--- config.mk ---
export PLATFORM = sky130hd
export DESIGN_NAME = fp_divider
export DESIGN_NICKNAME = d
export VERILOG_FILES = /design/src/rtl/fp_divider.sv
export SDC_FILE = /design/constraint.sdc
export NUM_CORES = 1
export LEC_CHECK = 0
export ABC_AREA = 1
export CAP_MARGIN = 20
export CORE_MARGIN = 5
export CORE_UTILIZATION = 25
export CTS_CLUSTER_DIAMETER = 150
export DETAILED_ROUTE_END_ITERATION = 7
export PLACE_DENSITY = 0.44
export SLEW_MARGIN = 10
export SYNTH_ARGS = -nofsm -noshare
export SYNTH_HDL_FRONTEND = slang
export SYNTH_SLANG_ARGS = --single-unit
--- constraint.sdc ---
create_clock -name clk -period 6.9 [get_ports clk]
set_input_delay 1.725 -clock clk [delete_from_list [all_inputs] [get_ports clk]]
set_output_delay 1.725 -clock clk [all_outputs]
set_load 0.03 [all_outputs]
--- src/rtl/fp_divider.sv ---
// Iterative IEEE-754 divider (N=32 or 64): one restoring-division quotient bit per clock.
// Denormals flush to zero, results truncate, start/done handshake with busy.
module fp_divider #(
  parameter int N = 32
) (
  input  logic         clk,
  input  logic         rst,
  input  logic         start,
  input  logic [N-1:0] A,
  input  logic [N-1:0] B,
  output logic [N-1:0] Result,
  output logic         busy,
  output logic         done
);
  localparam int M    = (N == 64) ? 52 : 23;
  localparam int E    = (N == 64) ? 11 : 8;
  localparam int BIAS = (N == 64) ? 1023 : 127;
  localparam int CW   = $clog2(M + 2);
  localparam logic [E+1:0]        BIAS_W = (E + 2)'(BIAS);
  localparam logic signed [E+1:0] EMAX   = {2'b00, {E{1'b1}}};
  localparam logic [N-1:0]        NAN_V  = {1'b0, {E{1'b1}}, {M{1'b1}}};

  typedef enum logic [2:0] {S_IDLE, S_CHECK, S_DIVIDE, S_NORM, S_DONE} state_t;

  state_t         r_state;
  logic [N-1:0]   r_a, r_b, r_result;
  logic [M+1:0]   r_rem, r_q;
  logic [CW-1:0]  r_cnt;
  logic           r_busy, r_done;

  logic [E-1:0]   w_ea, w_eb;
  logic [M-1:0]   w_ma, w_mb;
  logic           w_a_zero, w_a_inf, w_a_nan, w_b_zero, w_b_inf, w_b_nan, w_sign;
  logic           w_special, w_ge;
  logic [N-1:0]   w_spec_val, w_norm_val;
  logic [M+1:0]   w_div, w_sub, w_rem_next;
  logic signed [E+1:0] w_exp;
  logic [M-1:0]   w_mant;

  assign w_ea     = r_a[N-2:M];
  assign w_eb     = r_b[N-2:M];
  assign w_ma     = r_a[M-1:0];
  assign w_mb     = r_b[M-1:0];
  assign w_a_zero = (w_ea == '0);
  assign w_b_zero = (w_eb == '0);
  assign w_a_inf  = (&w_ea) && (w_ma == '0);
  assign w_b_inf  = (&w_eb) && (w_mb == '0);
  assign w_a_nan  = (&w_ea) && (|w_ma);
  assign w_b_nan  = (&w_eb) && (|w_mb);
  assign w_sign   = r_a[N-1] ^ r_b[N-1];

  always_comb begin
    w_special  = 1'b1;
    w_spec_val = '0;
    if (w_a_nan || w_b_nan)          w_spec_val = NAN_V;
    else if (w_a_inf && w_b_inf)     w_spec_val = NAN_V;
    else if (w_a_zero && w_b_zero)   w_spec_val = NAN_V;
    else if (w_a_inf)                w_spec_val = {w_sign, {E{1'b1}}, {M{1'b0}}};
    else if (w_b_inf)                w_spec_val = '0;
    else if (w_b_zero)               w_spec_val = {w_sign, {E{1'b1}}, {M{1'b0}}};
    else if (w_a_zero)               w_spec_val = '0;
    else                             w_special  = 1'b0;
  end

  // Restoring step: the remainder always stays below 2*divisor, so M+2 bits suffice.
  assign w_div      = {1'b0, 1'b1, w_mb};
  assign w_ge       = (r_rem >= w_div);
  assign w_sub      = w_ge ? (r_rem - w_div) : r_rem;
  assign w_rem_next = w_sub << 1;

  assign w_exp  = {2'b00, w_ea} - {2'b00, w_eb} + BIAS_W - {{(E+1){1'b0}}, ~r_q[M+1]};
  assign w_mant = r_q[M+1] ? r_q[M:1] : r_q[M-1:0];

  always_comb begin
    if (w_exp >= EMAX)        w_norm_val = {w_sign, {E{1'b1}}, {M{1'b0}}};
    else if (w_exp <= 0)      w_norm_val = '0;
    else                      w_norm_val = {w_sign, w_exp[E-1:0], w_mant};
  end

  always_ff @(posedge clk or posedge rst) begin
    if (rst) begin
      r_state  <= S_IDLE;
      r_a      <= '0;
      r_b      <= '0;
      r_result <= '0;
      r_rem    <= '0;
      r_q      <= '0;
      r_cnt    <= '0;
      r_busy   <= 1'b0;
      r_done   <= 1'b0;
    end else begin
      case (r_state)
        S_IDLE: begin
          r_done <= 1'b0;
          if (start) begin
            r_a     <= A;
            r_b     <= B;
            r_busy  <= 1'b1;
            r_state <= S_CHECK;
          end
        end
        S_CHECK: begin
          if (w_special) begin
            r_result <= w_spec_val;
            r_done   <= 1'b1;
            r_state  <= S_DONE;
          end else begin
            r_rem   <= {1'b0, 1'b1, w_ma};
            r_q     <= '0;
            r_cnt   <= CW'(M + 1);
            r_state <= S_DIVIDE;
          end
        end
        S_DIVIDE: begin
          r_rem <= w_rem_next;
          r_q   <= {r_q[M:0], w_ge};
          if (r_cnt == '0) r_state <= S_NORM;
          else             r_cnt   <= r_cnt - 1'b1;
        end
        S_NORM: begin
          r_result <= w_norm_val;
          r_done   <= 1'b1;
          r_state  <= S_DONE;
        end
        S_DONE: begin
          r_done  <= 1'b0;
          r_busy  <= 1'b0;
          r_state <= S_IDLE;
        end
        default: r_state <= S_IDLE;
      endcase
    end
  end

  assign Result = r_result;
  assign busy   = r_busy;
  assign done   = r_done;
endmodule

==> summary.txt, run 1 <==
Outcome
  – Status: finished, final reports clean

Global routing
  – Largest net degree at the start of global routing: 77
  – Global-route wire length before repair: 41.85 mm
  – Grt ovf: 0
  – GRT Total Usage: 12.61%
  – Vias in the first global route: about 7800
  – Initial antenna violation count: 0

Synth
  – Number of flops mapped to enable cells by yosys: 0
  – Synth cell types: 44
  – Synth Area in Simple Gates: 22.14%
  – Synth area leaders: dfrtp_1 (42%), a21oi_1 (6.6%), nand2_1 (6.5%)
  – Syn_area_per_cell: 7.992 sq um
  – XOR/XNOR Fraction of Synth Area: under 10%
  – Synth Flop Type: dfrtp_1
  – Async S/R FF share, synth: 100.0%
  – Register area share after synthesis: a little over two fifths
  – Leading area contributor after synthesis: dfrtp_1
  – Post-Synthesis Cells: 1152
  – Largest family of logic cells by synthesized area: simple AND/OR/NAND/NOR gates
  – Post-synthesis net count: 1261
  – Mux share of post-synthesis cell area: 2.202%
  – Most frequent cell after synthesis: nand2_1
  – Cell Area, Synth: 0.009206 sq mm
  – Most frequent cells after synthesis: nand2_1 (160), dfrtp_1 (156), inv_1 (151), nor2_1 (137), a21oi_1 (122)
  – Synth Area in Adders: 5.953%
  – Post-synthesis compound-gate area fraction: 16.46%
  – Ys Warns: 0
  – Post-synth top area share: 42.40%
  – Seq cells post-synth: 156

Die
  – Die H: 201.9 um
  – Rows: 70
  – IO Count: ~100
  – Die width: slightly above 200 um
  – Die area: 0.04076 sq mm
  – Initial core utilization: 25.21%
  – Core Region: 0.03652 sq mm

Placed design
  – Routability-driven placement congestion ratio: 0.8043
  – HPWL after DPL: 18.51 mm
  – Port buffer count: 100

Clock tree
  – Clock Pin Slew Worst Setup and Hold Paths: 70 ps
  – PostCTS Resize Cnt: 0
  – Clock Root Buffer: clkbuf_16
  – Skew-Pair Late Insertion Delay: 430 ps
  – CTS tree: done
  – CTS Buf Count: 17
  – Clk sinks: 156
  – CTS H-tree lvls: 4
  – Setup Buffers After CTS: 0
  – Clock buffer depth: 2
  – Hold-fix buffers, CTS: 0

Setup path
  – Critical path arrival: slightly above 4000 ps
  – Slowest stage cell, crit path: fa_1
  – Crit. Startpoint: r_a[23]$_DFFE_PP0P_
  – Critical path type: flop to flop
  – Worst Setup Start Kind: flop
  – Worst r2r dst: Result[22]$_DFFE_PP0P_
  – Slowest stage delay, CP: 440 ps
  – Worst Reg-to-Reg Cells: 23
  – Worst R2R Setup Slack: approximately 3200 ps
  – Crit. End Element: flop
  – Worst Setup EP: Result[22]$_DFFE_PP0P_
  – Critical-path cell list: inv_1 > ha_1 > inv_1 > fa_1 > inv_1 > ha_1 > inv_1 > fa_1 > or2_2 > nand2_1 > nand2_1 > nand2_1 > inv_1 > nand2_1 > nand2_1 > inv_1 > nand2_1 > nor2_1 > nand2_1 > nand2_2 > clkinv_2 > nand3_1 > a21oi_1
  – CP Data Required Time: 7200 ps
  – RR Startpoint: r_a[23]$_DFFE_PP0P_
  – CP most frequent cell: nand2_1
  – Crit Path Max Fanout: 23

Route
  – DRC: 0
  – Detail Route Antenna Nets: 0
  – Iteration count of the initial detailed-routing pass: 4
  – Detailed Route Iter0 Violations: 375
  – Routed vias/inst: 4.539
  – WL final: 25.27 mm
  – Drt wl/cell: 14.71 um
  – Via count: ~7800

Finish
  – Area grow syn2layout: 22.59%
  – Ant diodes: 0
  – Final nets: 1346
  – Fill cell total of the finished layout: 3958
  – Layout cells sized above 1: 10.48%

STA
  – Worst slew pin tran: between 800 and 900 ps
  – Slew margin rel.: approximately two fifths
  – Fin. max-slew vios: 0
  – Tmin final: 3749 ps
  – Final period utilization: a little over half
  – # setup viols final: 0
  – Final Hold Fails: 0
  – RSZ-0062 raised after global routing: false
  – Clk_skew: between 10 and 15 ps
  – Setup TNS: 0 ps
  – Maximum clock frequency: about 270 MHz

Run
  – Max Cap Viol: 0

Worst hold path
  – Worst Hold Class: flop to flop
-- cell families after synthesis --
| kind of cell | count (synthesis) |
|---|---|
| xor+xnor | 23 |
| mux | 18 |
| fa+ha+maj | 42 |
| buf+inv | 201 |
| flops | 156 |
| compound gates | 274 |
| simple gates | 438 |
-- critical path: cells and delay by family (launching register included) --
family,cells,cell delay [ps]
and+or+nand+nor,11,1180
adders and majority gates,4,1180
DFF,1,380
buffers and inverters,7,790
AOI/OAI and AO/OA,1,80
-- layer usage --
layer	vias to the layer above	GRT usage, %	wire length, um
met5	-	0	0
met1	3685	17.22	12370
met2	108	20.77	11950
met4	0	2.759	251
met3	16	2.503	706
li1	3989	-	-
-- final cells by class --
cell class | instances | area [sq um] | area share [%]
clock buffers | 19 | 442.9 | 3.925
clock inverters | 13 | 131.4 | 1.164
inverters | 156 | 591.8 | 5.244
multi-input cells | 795 | 4527 | 40.11
flip-flops and latches | 156 | 3904 | 34.59
well taps | 468 | 585.6 | 5.188
repair buffers | 111 | 1104 | 9.778
-- layout by cell type (no fill, tap or decap), types with 2 or more instances in the layout --
cell type	n
a211oi_1	2
a21oi_1	121
a21oi_2	17
a22oi_1	2
buf_4	10
clkbuf_16	17
clkdlybuf4s50_1	100
clkinvlp_4	5
dfrtp_1	156
fa_1	3
ha_1	39
inv_1	150
inv_2	4
inv_6	6
mux2_2	18
nand2_1	160
nand2_2	13
nand2_4	2
nand3_1	54
nand3_2	23
nand4_1	21
nor2_1	137
nor3_1	9
nor4_1	8
o211ai_1	7
o21ai_0	85
o21ai_1	5
o21bai_1	3
o22ai_1	27
or2_2	3
xnor2_1	12
xor2_1	11
-- registers in the layout (all words and copies together), names as in the netlist --
register / flops
Result: 32
busy: 1
done: 1
r_a: 32
r_b: 32
r_cnt: 5
r_q: 25
r_rem: 25
r_state: 3
-- how the worst min path moves through the flow --
stage	from	end	slack [ps]	cells past startpoint
finish	r_cnt[4]$_DFFE_PP0P_	r_cnt[4]$_DFFE_PP0P_	490	2
global route	r_cnt[4]$_DFFE_PP0P_	r_cnt[4]$_DFFE_PP0P_	530	2
CTS	r_cnt[4]$_DFFE_PP0P_	r_cnt[4]$_DFFE_PP0P_	490	2
detailed placement	r_cnt[4]$_DFFE_PP0P_	r_cnt[4]$_DFFE_PP0P_	480	2
global placement	r_cnt[4]$_DFFE_PP0P_	r_cnt[4]$_DFFE_PP0P_	470	2
floorplan	r_state[0]$_DFFE_PP0P_	r_state[0]$_DFFE_PP0P_	450	1
-- metrics by stage --
stage,std cells,utilization [%],hold WS (ps),worst slack [ps],instance area (sq um)
after global routing,1718,30.90,534.3,2782,11290
after global placement,1685,29.25,472.4,2970,10680
final,1718,30.90,487.6,3151,11290
after floorplan,1152,-,446.3,968.5,9206
after detailed placement,1686,29.33,475.5,2953,10710
after CTS,1718,30.90,491.5,3100,11290
Power of run 1 is not shown: default switching activity piles up to over one toggle a cycle in this logic, so the estimate is an artifact.
==> run 2: changes to the inputs <==
--- a/config.mk
+++ b/config.mk
@@ -11,7 +11,7 @@
 export CORE_UTILIZATION = 25
 export CTS_CLUSTER_DIAMETER = 150
 export DETAILED_ROUTE_END_ITERATION = 7
-export PLACE_DENSITY = 0.44
+export PLACE_DENSITY = 0.45
 export SLEW_MARGIN = 10
 export SYNTH_ARGS = -nofsm -noshare
 export SYNTH_HDL_FRONTEND = slang
==> constraint.sdc (replaced) <==
create_clock -name clk -period 3.2 [get_ports clk]
set_input_delay 0.8 -clock clk [delete_from_list [all_inputs] [get_ports clk]]
set_output_delay 0.8 -clock clk [all_outputs]
set_load 0.03 [all_outputs]
==> run 2 against run 1 <==
The flow now finishes with violations (negative setup slack). Routed wire length grew 7.0%. Utilization up 2.3 points. Register-to-register slack got worse by 3200 ps. Global-route usage increased by 0.58 points. Via count up 3.7%. Cell count grew 3.0%. Non-clock buffer count is 50 higher. Count of clock-buffer cells in the layout fell by 2. Critical endpoint is now Result[28]$_DFFE_PP0P_. Largest cell class unchanged. Highest routed layer unchanged.
==> summary.txt, run 2 (synthesis gave the netlist of run 1 again) <==
Outcome
  – Status: complete, but fails checks
  – Failing checks: negative setup slack

Die
  – Initial core utilization: 25.21% (unchanged)
  – Die H: 201.9 um (unchanged)
  – Rows: 70 (unchanged)
  – Die width: 201.9 um (unchanged)
  – IO Count: 101 (unchanged)
  – Core Region: 0.03652 sq mm (unchanged)
  – Die area: 0.04076 sq mm (unchanged)

Finish
  – Ant diodes: 0 (unchanged)
  – Layout cells sized above 1: 17.06% (+6.6 points)
  – Most frequent cells in the layout: dfrtp_1 (156), nand2_1 (145), inv_1 (145)
  – Final nets: 1397 (+3.8%)
  – Fill cell total of the finished layout: 3915 (-1.1%)
  – Area grow syn2layout: 31.76%
  – Commonest non-fill, non-tap cell in the layout: dfrtp_1
  – FF+latch area: 0.003904 sq mm (unchanged)
  – Multi-input gate area: 0.004805 sq mm (+6.1%)

Placed design
  – DP Worst Slack: -307.1 ps (-3260 ps)
  – HPWL after DPL: 19.83 mm (+7.1%)
  – Routability-driven placement congestion ratio: 0.8473 (+5.3%)
  – Port buffer count: 100 (unchanged)

Clock tree
  – Skew-Pair Late Insertion Delay: 440 ps (about the same)
  – CTS Buf Count: 17 (unchanged)
  – Clock Root Buffer: clkbuf_16
  – Clock Pin Slew Worst Setup and Hold Paths: 70 ps (about the same)
  – Clk sinks: 156 (unchanged)
  – CTS tree: done
  – Clock buffer depth: 2 (unchanged)
  – CTS H-tree lvls: 4 (unchanged)

Route
  – Detail Route Antenna Nets: 0 (unchanged)
  – Detailed Route Iter0 Violations: 429 (+14%)
  – WL final: 27.04 mm (+7.0%)
  – DRC: 0 (unchanged)
  – Drt wl/cell: 15.28 um (+3.9%)
  – Iteration count of the initial detailed-routing pass: 5 (+1)
  – Via count: 8088 (+3.7%)
  – Routed vias/inst: 4.572 (+0.73%)

Global routing
  – Vias in the first global route: 8078 (+3.0%)
  – GRT Total Usage: 13.18% (+0.58 points)
  – Initial antenna violation count: 0 (unchanged)
  – Global-route wire length before repair: 43.99 mm (+5.1%)
  – Largest net degree at the start of global routing: 57 (-26%)
  – Grt ovf: 0 (unchanged)

STA
  – Maximum clock frequency: 307.7 MHz (+15%)
  – Final Hold Fails: 0 (unchanged)
  – Slew margin rel.: 52.79% (+11 points)
  – Clk_skew: 11.81 ps (+0.3357 ps)
  – # setup viols final: 25 (+25)
  – RSZ-0062 raised after global routing: true
  – Final period utilization: 101.5% (+47 points)
  – Fin. max-slew vios: 0 (unchanged)
  – Worst Slack Setup Final: -49.40 ps (-3200 ps)
  – Worst slew pin tran: 706.6 ps (-165.2 ps)
  – Tmin final: 3249 ps (-499.9 ps)

Worst hold path
  – Worst Hold Class: flop to flop
  – Hold Crit Depth: 2 (unchanged)

Setup path
  – Crit Path Max Fanout: 7 (-70%)
  – CP Data Required Time: 3520 ps (-3680 ps)
  – Critical path type: flop to flop
  – Crit. End Element: flop
  – Worst Reg-to-Reg Cells: 21 (-8.7%)
  – Critical path arrival: 3570 ps (-480 ps)
  – Worst Setup Start Kind: flop

Run
  – Max Cap Viol: 0 (unchanged)
-- run 2: what timing repair did --
| item | 4_1_cts | 5_1_grt |
|---|---|---|
| endpoints found under the hold margin | 0 | 0 |
| setup buffers | 7 | 2 |
| endpoints found under the setup margin | 32 | 32 |
| pin swaps | 13 | 18 |
| cloned | 1 | 3 |
| hold buffers | 0 | 0 |
| gates resized for setup | 18 | 42 |
-- run 2: cell type report --
| cell class | instances | share of cell area, % |
|---|---|---|
| clock buffer | 17 | 3.507 |
| inverter | 156 | 4.920 |
| clock inverter | 15 | 1.619 |
| timing repair buffer | 161 | 13.34 |
| multi-input combinational | 796 | 39.61 |
| tap | 468 | 4.827 |
| sequential | 156 | 32.18 |
-- run 2: path summary, 6_finish.rpt --
check | from | end | slack, ps
setup / recovery | r_a[23]$_DFFE_PP0P_ | Result[28]$_DFFE_PP0P_ | -50
hold / removal | r_cnt[4]$_DFFE_PP0P_ | r_cnt[4]$_DFFE_PP0P_ | 500
setup reg to reg | r_a[23]$_DFFE_PP0P_ | Result[28]$_DFFE_PP0P_ | -50
hold reg to reg | r_cnt[4]$_DFFE_PP0P_ | r_cnt[4]$_DFFE_PP0P_ | 500
max in group asynchronous | rst | r_rem[20]$_DFFE_PP0P_ | 1590
min in group asynchronous | rst | r_b[0]$_DFFE_PP0P_ | 830
-- run 2: per-layer routing --
layer | routed length, um | global-route usage (%) | vias up
met5 | 0 | 0 | -
met4 | 235 | 2.563 | 0
met3 | 892 | 2.294 | 15
met2 | 12930 | 21.79 | 128
met1 | 12980 | 18.27 | 3857
li1 | - | - | 4088
-- run 2: through the flow --
| step | TNS [ps] | std cells | instance area, sq um | utilization [%] | hold slack [ps] |
|---|---|---|---|---|---|
| 3_5_place_dp | -7747 | 1724 | 11090 | 30.35 | 477.7 |
| 4_1_cts | -575.2 | 1764 | 11860 | 32.48 | 500.9 |
| 5_1_grt | -6642 | 1769 | 12130 | 33.21 | 533.0 |
| 2_1_floorplan | 0 | 1152 | 9233 | - | 446.3 |
| 3_3_place_gp | -5896 | 1724 | 11090 | 30.35 | 475.8 |
| 6_report | -717.8 | 1769 | 12130 | 33.21 | 499.3 |
-- run 2: worst max-delay path, cell delays in order, from the launching register on --
cell and delay, ps:
dfrtp_1 390, inv_2 80, ha_4 130, inv_2 40, fa_2 390, nand3_2 100
nand3_2 80, a21oi_2 120, o21ai_1 80, xor2_1 180, ha_1 350, buf_4 150
buf_4 130, nand3_1 80, nand2_1 90, nor2_4 120, nand2_4 60, nor2_4 230
nor2_4 80, buf_12 150, nand2_1 60, a21oi_1 50
Power of run 2 is left out for the same reason.
==> run 3: changes to the inputs <==
--- a/config.mk
+++ b/config.mk
@@ -7,11 +7,12 @@
 export LEC_CHECK = 0
 export ABC_AREA = 1
 export CAP_MARGIN = 20
+export CORE_ASPECT_RATIO = 1.4
 export CORE_MARGIN = 5
 export CORE_UTILIZATION = 25
 export CTS_CLUSTER_DIAMETER = 150
 export DETAILED_ROUTE_END_ITERATION = 7
-export PLACE_DENSITY = 0.45
+export PLACE_DENSITY = 0.4
 export SLEW_MARGIN = 10
 export SYNTH_ARGS = -nofsm -noshare
 export SYNTH_HDL_FRONTEND = slang
==> run 3 against run 2 <==
The run still ends with negative setup slack left. Clock skew barely moved. Critical path depth decreased by 1. Count of clock-buffer cells in the layout up 4. Sequential share of layout area fell by 0.12 points. Routed wire length increased by 3.1%. Utilization grew 0.094 points. Fmax down 1.0%. Global-route usage is 0.87 points higher. Cell area grew 0.37%. Die area is 0.13% higher. Critical path type unchanged. Critical endpoint is now Result[0]$_DFFE_PP0P_.
==> summary.txt, run 3 (synthesis gave the netlist of run 1 again) <==
STA
  – Worst slew pin tran: 620.7 ps (-85.89 ps)
  – Tmin final: 3282 ps (+33.03 ps)
  – Slew margin rel.: 58.53% (+5.7 points)
  – Final period utilization: 102.6% (+1.0 points)
  – Hold Slack: 487.3 ps (-12.04 ps)
  – RSZ-0062 raised after global routing: true
  – # setup viols final: 29 (+16%)
  – Clk_skew: 11.41 ps (-0.4047 ps)
  – Setup TNS: -1665 ps (-947.1 ps)
  – Fin. max-slew vios: 0 (unchanged)
  – Final Hold Fails: 0 (unchanged)
  – Worst Slack Setup Final: -82.43 ps (-33.03 ps)
  – Maximum clock frequency: 304.7 MHz (-1.0%)

Finish
  – Area grow syn2layout: 32.25%
  – Final nets: 1402 (+0.36%)
  – Commonest non-fill, non-tap cell in the layout: dfrtp_1
  – Layout cells sized above 1: 18.07% (+1.0 points)
  – Multi-input gate area: 0.004816 sq mm (+0.23%)
  – FF+latch area: 0.003904 sq mm (unchanged)
  – Ant diodes: 0 (unchanged)
  – Most frequent cells in the layout: dfrtp_1 (156), nand2_1 (146), inv_1 (144)
  – Fill cell total of the finished layout: 3928 (+0.33%)
  – Layout Utilization: 33.31% (+0.094 points)

Clock tree
  – Clk sinks: 156 (unchanged)
  – Clock Pin Slew Worst Setup and Hold Paths: 70 ps (about the same)
  – Skew-Pair Late Insertion Delay: 440 ps (about the same)
  – CTS Buf Count: 17 (unchanged)
  – Clock Root Buffer: clkbuf_16
  – CTS H-tree lvls: 4 (unchanged)
  – Clock buffer depth: 2 (unchanged)
  – CTS tree: done
  – Hold-fix buffers, CTS: 0 (unchanged)

Route
  – Iteration count of the initial detailed-routing pass: 5 (unchanged)
  – Routed vias/inst: 4.611 (+0.86%)
  – Detail Route Antenna Nets: 0 (unchanged)
  – Via count: 8176 (+1.1%)
  – Drt wl/cell: 15.72 um (+2.8%)
  – WL final: 27.86 mm (+3.1%)
  – DRC: 0 (unchanged)
  – Detailed Route Iter0 Violations: 392 (-8.6%)

Die
  – Rows: 83 (+19%)
  – Die H: 237.1 um (+17%)
  – Die area: 0.04082 sq mm (+0.13%)
  – Die width: 172.2 um (-15%)
  – Initial core utilization: 25.18% (about the same)
  – IO Count: 101 (unchanged)
  – Core Region: 0.03656 sq mm (about the same)

Setup path
  – Critical path arrival: 3660 ps (+90 ps)
  – RR Startpoint: r_a[23]$_DFFE_PP0P_
  – Worst r2r dst: Result[0]$_DFFE_PP0P_
  – Critical path type: flop to flop
  – Crit. End Element: flop
  – CP Data Required Time: 3580 ps (+60 ps)
  – Worst Reg-to-Reg Cells: 20 (-4.8%)
  – Crit Path Max Fanout: 8 (+1)
  – Worst Setup Start Kind: flop
  – Worst R2R Setup Slack: -80 ps (-30 ps)

Global routing
  – Initial antenna violation count: 0 (unchanged)
  – GRT Total Usage: 14.05% (+0.87 points)
  – Vias in the first global route: 8412 (+4.1%)
  – Largest net degree at the start of global routing: 62 (+8.8%)
  – Grt ovf: 0 (unchanged)
  – Global-route wire length before repair: 45.10 mm (+2.5%)

Placed design
  – HPWL after DPL: 21.00 mm (+5.9%)
  – DP Worst Slack: -339.2 ps (-32.13 ps)
  – Routability-driven placement congestion ratio: 0.8341 (-1.6%)
  – Port buffer count: 100 (unchanged)

Worst hold path
  – Hold wc startpoint: r_cnt[4]$_DFFE_PP0P_
  – Worst Hold End: r_cnt[4]$_DFFE_PP0P_
  – Worst Hold Class: flop to flop
  – Hold Crit Depth: 2 (unchanged)

Run
  – Max Cap Viol: 0 (unchanged)

Outcome
  – Status: complete, but fails checks
  – Failing checks: negative setup slack
## run 3: cell count changes in the layout (fill, tap and decap cells not counted), moves of 3 or more
cell      delta
a21oi_1      -3
a21oi_2      +3
buf_12       +3
clkinv_4     +3
inv_8        -5
nand3_1      -8
nand3_2     +11
nand3_4      -3
## run 3: what timing repair did
| action | 4_1_cts | 5_1_grt |
|---|---|---|
| gates cloned | 2 | 0 |
| gates resized for setup | 38 | 30 |
| setup endpoints to repair | 32 | 32 |
| pin swaps | 52 | 21 |
| buffers inserted | 8 | 4 |
## run 3: cell type report
| cell class | instances | area share, % |
|---|---|---|
| clock inverter | 11 | 1.089 |
| sequential | 156 | 32.06 |
| inverter | 156 | 4.902 |
| clock buffer | 21 | 3.782 |
| multi-input combinational | 796 | 39.55 |
| tap | 467 | 4.799 |
| timing repair buffer | 166 | 13.81 |
## run 3: per-stage QoR
step           area (sq um)  cells
3_5_place_dp          11150   1729
3_3_place_gp          11150   1729
4_1_cts               12030   1770
6_report              12180   1773
5_1_grt               12180   1773
2_1_floorplan          9233   1152
## run 3: how the worst max path moves through the flow
stage	from	depth (start not counted)	endpoint
3_5_place_dp	r_a[23]$_DFFE_PP0P_	22	Result[21]$_DFFE_PP0P_
2_1_floorplan	r_a[23]$_DFFE_PP0P_	22	Result[26]$_DFFE_PP0P_
5_1_grt	r_a[23]$_DFFE_PP0P_	20	Result[0]$_DFFE_PP0P_
6_report	r_a[23]$_DFFE_PP0P_	20	Result[0]$_DFFE_PP0P_
4_1_cts	r_a[23]$_DFFE_PP0P_	24	Result[15]$_DFFE_PP0P_
3_3_place_gp	r_a[23]$_DFFE_PP0P_	22	Result[17]$_DFFE_PP0P_
## run 3: layer usage
metal / track usage [%] / part of all wire, %
met5: 0 / 0
met4: 4.957 / 2.7
met3: 2.305 / 2.8
met2: 25.89 / 54
met1: 16.13 / 40
## run 3: critical path, cell delays in order, from the launching register on
cell     delay [ps]
dfrtp_1         390
inv_2            80
ha_4            140
inv_4            30
fa_2            550
inv_2            60
buf_6           110
fa_2            350
or2_4           240
nand2_2          70
nand2_2          50
nand2_2          60
nand3_2          80
nand2_2         100
nand3_2         100
nand2_2         120
nand2_4         100
nor2_4          200
buf_12          160
nand3_2          80
a21oi_2         140
Power of run 3 is left out for the same reason.
